--- src/rtl/arb_pkg.sv ---
// Shared types and defaults for the request/grant arbiter.
package arb_pkg;

   typedef enum logic [1:0] {
      IDLE    = 2'd0,
      GRANT   = 2'd1,
      RELEASE = 2'd2
   } arb_state_t;

   localparam int ARB_N_DEFAULT = 6;

endpackage

--- src/rtl/priority_pick.sv ---
// Combinational priority picker: the highest-index set bit of req wins.
module priority_pick #(
   parameter int  N   = 6,
   localparam int IDW = $clog2(N)
) (
   input  logic [N-1:0]   req,
   output logic [N-1:0]   onehot,
   output logic [IDW-1:0] index,
   output logic           none
);

   always_comb begin
      onehot = '0;
      index  = '0;
      none   = 1'b1;
      // Ascending scan: the last set bit seen is the highest index.
      for (int i = 0; i < N; i++) begin
         if (req[i]) begin
            onehot    = '0;
            onehot[i] = 1'b1;
            index     = IDW'(i);
            none      = 1'b0;
         end
      end
   end

endmodule

--- src/rtl/req_grant_arbiter.sv ---
// Registered N-way arbiter with hold timeout and one dead cycle between owners.
// Define ROUND_ROBIN_EN for rotating priority; otherwise req[N-1] is highest.
module req_grant_arbiter
   import arb_pkg::*;
#(
   parameter int  N        = ARB_N_DEFAULT,
   parameter int  MAX_HOLD = 8,
   localparam int IDW      = $clog2(N)
) (
   input  logic           clk,
   input  logic           reset,
   input  logic [N-1:0]   req,
   output logic [N-1:0]   gnt,
   output logic           gnt_valid,
   output logic [IDW-1:0] gnt_id,
   output logic           idle,
   output logic           timeout
);

   localparam int HW = (MAX_HOLD > 0) ? $clog2(MAX_HOLD + 1) : 1;

   arb_state_t     state;
   logic [HW-1:0]  hold_cnt;
   logic [N-1:0]   excl;
   logic [N-1:0]   cand;
   logic [N-1:0]   rot;
   logic [N-1:0]   pick_onehot;
   logic [IDW-1:0] pick_index;
   logic           pick_none;
   logic [N-1:0]   win_oh;
   logic [IDW-1:0] win_id;
   logic           release_hit;
   logic           limit_hit;

   // Only a timed-out owner is excluded, and only in the RELEASE cycle.
   always_comb begin
      cand = (state == RELEASE) ? (req & ~excl) : req;
   end

`ifdef ROUND_ROBIN_EN
   logic [IDW-1:0] rr_ptr;
   logic           rr_any;
   logic [IDW-1:0] base;

   // Before the first grant, base 0 makes the pick identical to fixed priority.
   always_comb begin
      base   = rr_any ? rr_ptr : '0;
      rot    = '0;
      win_oh = '0;
      for (int j = 0; j < N; j++) begin
         rot[j]                                  = cand[IDW'((j + int'(base)) % N)];
         win_oh[IDW'((j + int'(base)) % N)]      = pick_onehot[j];
      end
      win_id = IDW'((int'(pick_index) + int'(base)) % N);
   end
`else
   always_comb begin
      rot    = cand;
      win_oh = pick_onehot;
      win_id = pick_index;
   end
`endif

   priority_pick #(.N(N)) u_pick (
      .req    (rot),
      .onehot (pick_onehot),
      .index  (pick_index),
      .none   (pick_none)
   );

   always_comb begin
      release_hit = ((req & gnt) == '0);
      limit_hit   = (MAX_HOLD != 0) && (hold_cnt == HW'(MAX_HOLD - 1));
   end

   always_ff @(posedge clk) begin
      if (reset) begin
         state    <= IDLE;
         gnt      <= '0;
         gnt_id   <= '0;
         idle     <= 1'b1;
         timeout  <= 1'b0;
         hold_cnt <= '0;
         excl     <= '0;
      end else begin
         timeout <= 1'b0;
         case (state)
            IDLE, RELEASE: begin
               excl <= '0;
               if (!pick_none) begin
                  state    <= GRANT;
                  gnt      <= win_oh;
                  gnt_id   <= win_id;
                  hold_cnt <= '0;
                  idle     <= 1'b0;
               end else begin
                  state  <= IDLE;
                  gnt    <= '0;
                  gnt_id <= '0;
                  idle   <= 1'b1;
               end
            end
            GRANT: begin
               if (release_hit || limit_hit) begin
                  state   <= RELEASE;
                  gnt     <= '0;
                  gnt_id  <= '0;
                  timeout <= !release_hit;
                  excl    <= release_hit ? '0 : gnt;
               end else if (hold_cnt != '1) begin
                  hold_cnt <= hold_cnt + 1'b1;
               end
            end
            default: begin
               state  <= IDLE;
               gnt    <= '0;
               gnt_id <= '0;
               idle   <= 1'b1;
            end
         endcase
      end
   end

`ifdef ROUND_ROBIN_EN
   always_ff @(posedge clk) begin
      if (reset) begin
         rr_ptr <= IDW'(N - 1);
         rr_any <= 1'b0;
      end else if ((state == IDLE || state == RELEASE) && !pick_none) begin
         rr_ptr <= win_id;
         rr_any <= 1'b1;
      end
   end
`endif

   assign gnt_valid = |gnt;

endmodule

--- config.mk ---
export PLATFORM = sky130hd
export DESIGN_NAME = req_grant_arbiter
export DESIGN_NICKNAME = d
export VERILOG_FILES = /design/src/rtl/arb_pkg.sv /design/src/rtl/priority_pick.sv /design/src/rtl/req_grant_arbiter.sv
export SDC_FILE = /design/constraint.sdc
export NUM_CORES = 1
export LEC_CHECK = 0
export ABC_AREA = 1
export CAP_MARGIN = 20
export CORE_AREA = 5 5 51 53
export DETAILED_ROUTE_END_ITERATION = 10
export DIE_AREA = 0 0 56 58
export GPL_ROUTABILITY_DRIVEN = 0
export GPL_TIMING_DRIVEN = 0
export PLACE_DENSITY = 0.91
export SLEW_MARGIN = 20
export SYNTH_ARGS = -nofsm -noshare
export SYNTH_HDL_FRONTEND = slang
export SYNTH_SLANG_ARGS = --single-unit
export TNS_END_PERCENT = 100
--- constraint.sdc ---
create_clock -name clk -period 3.7 [get_ports clk]
set_input_delay 0.925 -clock clk [delete_from_list [all_inputs] [get_ports clk]]
set_output_delay 0.925 -clock clk [all_outputs]
set_load 0.01 [all_outputs]
==> results of run 1 <==
[cells by family (layout without fill, tap and decap cells)]
logic type,after synthesis,after routing,share of synthesized area (%)
AND/OR/NAND/NOR,92,92,40.2
flip-flops,23,23,42.6
AO/OA/AOI/OAI,18,18,8.56
buffers and inverters,16,39,6.71
adder cells (fa/ha/maj),1,1,1.16
XOR/XNOR,1,1,0.810
[area by class of cell]
cell class / count / area [µm²]
repair buffers: 19 / 190
flip-flops and latches: 23 / 460
plain buffers: 3 / 22.5
clock buffers: 3 / 22.5
well taps: 28 / 35.0
clock inverters: 1 / 5.00
multi-input cells: 112 / 548
fillers: 187 / 772
inverters: 13 / 50.0
[path summary, 6_finish.rpt]
path | from | endpoint | slack, ns | cells after the start
worst min-delay path | gnt_id[1] | gnt_id[1] | 0.47 | 2
worst max register to register | gnt[2] | excl[2] | 2.19 | 8
worst max-delay path | gnt[4] | gnt_valid | 1.26 | 3
worst min register to register | gnt_id[1] | gnt_id[1] | 0.47 | 2
[critical path, delay by kind of cell, from the launching register on]
family,cells,cell delay [ns]
flops,1,0.38
buf+inv,1,0.48
simple gates,2,0.34
[through the flow]
step / cells / cell area (µm²)
2_1_floorplan: 151 / 1080
3_3_place_gp: 198 / 1310
3_5_place_dp: 198 / 1310
4_1_cts: 202 / 1330
5_1_grt: 202 / 1330
6_report: 202 / 1330
[placed cells by master (no fill, tap or decap)]
cell type,synthesis,final
sky130_fd_sc_hd__o21ai_1,1,1
sky130_fd_sc_hd__nor2_1,8,8
sky130_fd_sc_hd__nand2_1,52,52
sky130_fd_sc_hd__nor2_8,1,1
sky130_fd_sc_hd__or2_0,1,1
sky130_fd_sc_hd__buf_6,1,1
sky130_fd_sc_hd__nand3_2,1,1
sky130_fd_sc_hd__nor4_1,1,1
sky130_fd_sc_hd__clkdlybuf4s50_1,0,19
sky130_fd_sc_hd__nand4_1,1,1
sky130_fd_sc_hd__clkbuf_4,0,3
sky130_fd_sc_hd__dfxtp_1,23,23
sky130_fd_sc_hd__nand3_1,18,18
sky130_fd_sc_hd__nor2_2,2,2
sky130_fd_sc_hd__clkbuf_1,1,1
sky130_fd_sc_hd__ha_1,1,1
sky130_fd_sc_hd__o21ai_0,1,1
sky130_fd_sc_hd__nand2_2,4,4
sky130_fd_sc_hd__inv_1,5,5
sky130_fd_sc_hd__clkinv_1,1,1
sky130_fd_sc_hd__a21oi_1,15,15
sky130_fd_sc_hd__o211ai_1,1,1
sky130_fd_sc_hd__nor2_4,1,1
sky130_fd_sc_hd__xor2_1,1,1
sky130_fd_sc_hd__clkinv_2,1,2
sky130_fd_sc_hd__inv_2,6,6
sky130_fd_sc_hd__buf_4,1,1
sky130_fd_sc_hd__nor3_1,1,1
sky130_fd_sc_hd__nor3_4,1,1
[metal layers]
| layer | vias up | global-route usage (%) | part of all wire [%] |
|---|---|---|---|
| met2 | 47 | 28.4 | 50 |
| met4 | 0 | 8.81 | 3.2 |
| met5 | - | 0 | 0 |
| li1 | 530 | - | - |
| met1 | 481 | 19.7 | 40 |
| met3 | 10 | 2.90 | 6.5 |
[power by group]
part           internal (mW)  switching (mW)  total [mW]
Combinational         0.0323          0.0435      0.0758
Clock                 0.0405          0.0711       0.112
Sequential             0.254         0.00559       0.260
[state kept, by name, summed over array words and instances, names as in the netlist]
| signal | cells |
|---|---|
| idle | 1 |
| hold_cnt | 4 |
| timeout | 1 |
| excl | 6 |
| gnt | 6 |
| gnt_id | 3 |
| state | 2 |
==> out/qor.yml, run 1 <==
clock_tree:
  clockRootBuffer: "sky130_fd_sc_hd__clkbuf_4"
  postCtsSetupBuffers: 0
  hold_buffers: 0
  tritoncts_num_sinks: 23
  clk_pin_slew_ns: 0.12
  cts_repair_resize_count: 0
  clk_latency_ns: 0.31
  cts.htree.levels: 1
  number_of_clock_buffers_inserted_by_tritoncts: 3
  cts_tree: "yes"
  cts_max_path_buffers: 2
sta:
  fin_tns_setup_ns: 0
  final_hold_violation_count: 0
  max-slew-margin-rel_pct: 72.8
  finalSetupViolations: 0
  worst_case_clock_skew_ns: 0.00835
  achievable-frequency_mhz: 410
  post-route-worst-setup-slack_ns: 1.26
  post-route-period-util_pct: 65.9
  transition_at_the_pin_with_the_smallest_max_transition_slack_ns: 0.409
  report.final.slew_viol_count: 0
  grt_setup_unrepaired: "false"
  hold_ws_ns: 0.475
  finalWorstPathRequiredPeriod_ns: 2.44
global_routing:
  wire_length_of_the_first_global_routing_pass_mm: 4.33
  first_global_vias: 1000
  grt_antenna_before_repair: 0
  grt_util_all_layers_pct: 16.5
  grt_remaining_overflow: 0
  grt_start_max_net_pins: 14
synth:
  yosys.area.top_type: "sky130_fd_sc_hd__dfxtp_1"
  mappedNetlistArea_um2: 1080
  synth.ff_latch_count: 23
  syn-num-nets: 160
  ys_seq_area_share_pct: 42.6
  postSynth.topFlopCell: "sky130_fd_sc_hd__dfxtp_1"
  avgSynthCellArea_um2: 7.16
  post_synth_inst_count: 151
  ys_top_cells_by_area: "sky130_fd_sc_hd__dfxtp_1, sky130_fd_sc_hd__nand2_1, sky130_fd_sc_hd__nand3_1, sky130_fd_sc_hd__a21oi_1, sky130_fd_sc_hd__nor2_1"
  synth.most_common_cell: "sky130_fd_sc_hd__nand2_1"
  number_of_flops_mapped_to_enable_cells_by_yosys: 0
  post_synth_num_cell_types: 27
  area_share_of_the_leading_cell_type_in_the_synthesized_netlist_pct: 42.6
  synth_warnings: 0
  yosys-top-cells-count: "sky130_fd_sc_hd__nand2_1, sky130_fd_sc_hd__dfxtp_1, sky130_fd_sc_hd__nand3_1, sky130_fd_sc_hd__a21oi_1, sky130_fd_sc_hd__nor2_1"
  ys_async_rst_share_pct: 0
floorplan:
  boundaryPins: 20
  initial_utilization_pct: 51.3
  placementRows: 17
  chipWidth_um: 56
  fp.dieArea_um2: 3250
  design.core.area_um2: 2110
  floorplan.die.height_um: 58
placement:
  io_buffer_count: 19
  dp.final_hpwl_mm: 1.89
  dpl_worst_slack_ns: 1.14
critical_path:
  crit_path_end_kind: "output port"
  endpoint_required_time_on_the_critical_path_ns: 2.77
  path_max_fanout: 5
  worst-setup-path-type: "flip-flop to output port"
  crit_path_max_incr_delay_ns: 0.48
  crit_arrival_ns: 1.51
  critical_path.cell_chain: "nor4_1 > nand2_1 > clkdlybuf4s50_1"
  start_kind: "flip-flop"
  cpMaxStageDelayCell: "sky130_fd_sc_hd__clkdlybuf4s50_1"
route:
  vias: 1068
  routed_wire_length_per_instance_um: 12.1
  detail_route.vias_per_cell: 5.29
  ant_nets: 0
  drt_pass1_iterations: 5
  drt_wl_total_mm: 2.44
  violation_count_after_the_first_detailed_route_iteration: 46
  drc: 0
power:
  report.power.total_uw: 447
  vdd.ir_drop.worst_mv: 0.224
  leakage_nw: 0.562
  power_per_cell_area_nw_per_um2: 335
job:
  max_cap_violations: 0
cells_and_area:
  final_util_pct: 63.3
  design.final.nets: 184
  proportion_of_layout_cells_with_a_drive_suffix_above_1_pct: 13.2
  syn2layout_area_growth_pct: 23.4
  n_antenna_cell: 0
outcome:
  status: "finished, final reports clean"
worst_hold_path:
  hold_path_class: "flip-flop to flip-flop"
Note: power is estimated with default switching activity, not from simulation.
==> inputs of run 2 (changes only) <==
- CORE_AREA: 5 5 51 53 -> 5 5 53 55
- DIE_AREA: 0 0 56 58 -> 0 0 58 60
- PLACE_DENSITY: 0.91 -> 0.85
- clock period: 3.7 -> 2.4 ns (I/O delays scaled with it)
==> out/qor.yml, run 2 (synthesis results as in run 1) <==
global_routing:
  grt_util_all_layers_pct: 15.8  # -0.73 points
  first_global_vias: 1004  # +0.40%
  grt_remaining_overflow: 0  # unchanged
  grt_start_max_net_pins: 14  # unchanged
  wire_length_of_the_first_global_routing_pass_mm: 4.23  # -2.2%
  grt_antenna_before_repair: 0  # unchanged
clock_tree:
  postCtsSetupBuffers: 0  # unchanged
  tritoncts_num_sinks: 23  # unchanged
  number_of_clock_buffers_inserted_by_tritoncts: 3  # unchanged
  cts_max_path_buffers: 2  # unchanged
  hold_buffers: 0  # unchanged
  cts_tree: "yes"
  clk_latency_ns: 0.31  # about the same
  clk_pin_slew_ns: 0.13  # about the same
  cts_repair_resize_count: 0  # unchanged
  clockRootBuffer: "sky130_fd_sc_hd__clkbuf_4"
  cts.htree.levels: 1  # unchanged
critical_path:
  crit_arrival_ns: 1.57  # +0.06 ns
  path_max_fanout: 5  # unchanged
  crit_path_end_kind: "output port"
  start_kind: "flip-flop"
  endpoint_required_time_on_the_critical_path_ns: 1.80  # -0.97 ns
  worst-setup-path-type: "flip-flop to output port"
sta:
  fin_tns_setup_ns: 0  # unchanged
  final_hold_violation_count: 0  # unchanged
  finalWorstPathRequiredPeriod_ns: 2.17
  achievable-frequency_mhz: 460
  transition_at_the_pin_with_the_smallest_max_transition_slack_ns: 0.406  # -0.00275 ns
  max-slew-margin-rel_pct: 72.9  # +0.18 points
  report.final.slew_viol_count: 0  # unchanged
  post-route-period-util_pct: 90.6
  grt_setup_unrepaired: "false"
  finalSetupViolations: 0  # unchanged
  worst_case_clock_skew_ns: 0.0147  # +0.00635 ns
power:
  comb_power_share_pct: 16.9  # about the same
  vdd.ir_drop.worst_mv: 0.321  # +43%
  power_frac_seq_pct: 57.6  # -0.5 points
  leakage_nw: 0.562  # unchanged
  report.power.total_uw: 696  # +55%
  net_switching_power_figure_uw: 191  # +59%
  cellInternalPower_uw: 504  # +54%
  clockPowerShare_pct: 25.5  # +0.6 points
  power.share.switching_pct: 27.5  # +0.63 points
  power_per_cell_area_nw_per_um2: 521  # +55%
floorplan:
  boundaryPins: 20  # unchanged
  design.core.area_um2: 2340  # +11%
  fp.dieArea_um2: 3480  # +7.1%
  placementRows: 18  # +1
  chipWidth_um: 58  # +3.6%
  initial_utilization_pct: 46.2  # -5.2 points
  floorplan.die.height_um: 60  # +3.4%
placement:
  dp.final_hpwl_mm: 1.94  # +2.8%
  io_buffer_count: 19  # unchanged
route:
  routed_wire_length_per_instance_um: 12.5  # +3.2%
  drt_pass1_iterations: 4  # -1
  detail_route.vias_per_cell: 5.17  # -2.2%
  ant_nets: 0  # unchanged
  violation_count_after_the_first_detailed_route_iteration: 41  # -11%
  drc: 0  # unchanged
  drt_wl_total_mm: 2.55  # +4.3%
  vias: 1055  # -1.2%
cells_and_area:
  fill_cells: 222  # +19%
  proportion_of_layout_cells_with_a_drive_suffix_above_1_pct: 13.2  # unchanged
  design.final.nets: 184  # unchanged
  n_antenna_cell: 0  # unchanged
  reg.largest.list: "excl: 6 flops, gnt: 6 flops, hold_cnt: 4 flops"
  syn2layout_area_growth_pct: 23.6
  final_cell_mix: "sky130_fd_sc_hd__nand2_1, sky130_fd_sc_hd__dfxtp_1, sky130_fd_sc_hd__clkdlybuf4s50_1"
  most_common_cell_after_layout_fill_and_taps_aside: "sky130_fd_sc_hd__nand2_1"
outcome:
  status: "finished, final reports clean"
job:
  max_cap_violations: 0  # unchanged
worst_hold_path:
  hold_path_class: "flip-flop to flip-flop"
-- run 2: cell counts in the layout (fill, tap and decap cells not counted) --
Identical to the previous run, type by type.
-- run 2: cell type report --
class	instances	area, µm²	area share (%)
Buffer	3	22.5	1.69
Clock buffer	3	22.5	1.69
Clock inverter	1	5.00	0.375
Inverter	13	50.0	3.75
Multi-Input combinational cell	112	548	41.0
Sequential cell	23	460	34.5
Tap cell	30	37.5	2.81
Timing Repair Buffer	19	190	14.2
-- run 2: routing by layer --
layer,GRT usage (%),part of all wire [%]
met1,18.9,43
met2,27.6,51
met3,2.16,5.3
met4,7.95,0.51
met5,0,0
-- run 2: critical path, cell delays in order (launching register included) --
cell,delay [ns]
sky130_fd_sc_hd__dfxtp_1,0.38
sky130_fd_sc_hd__nor4_1,0.32
sky130_fd_sc_hd__nand2_1,0.08
sky130_fd_sc_hd__clkdlybuf4s50_1,0.48
-- run 2: path summary, 6_finish.rpt --
check	cells past startpoint	startpoint	slack [ns]	endpoint
hold / removal	2	gnt_id[2]	0.47	gnt_id[2]
setup reg to reg	8	gnt[4]	0.85	excl[4]
hold reg to reg	2	gnt_id[2]	0.47	gnt_id[2]
setup / recovery	3	gnt[5]	0.23	gnt_valid
-- run 2: power groups by stage --
stage	registers, mW	clock network, mW	logic (mW)
after floorplan	0.411	0	0.0663
after global placement	0.409	0	0.113
after detailed placement	0.409	0	0.116
after CTS	0.401	0.182	0.117
after global routing	0.403	0.203	0.129
final	0.401	0.177	0.117
-- run 2: through the flow --
stage          instance area (µm²)  worst slack (ns)  instances  util [%]  hold WS [ns]
2_1_floorplan                 1080             0.866        151         -         0.436
3_3_place_gp                  1310             0.223        200      55.9         0.447
3_5_place_dp                  1310             0.206        200      55.9         0.455
4_1_cts                       1340             0.213        204      57.1         0.477
5_1_grt                       1340             0.141        204      57.1         0.499
6_report                      1340             0.225        204      57.1         0.473
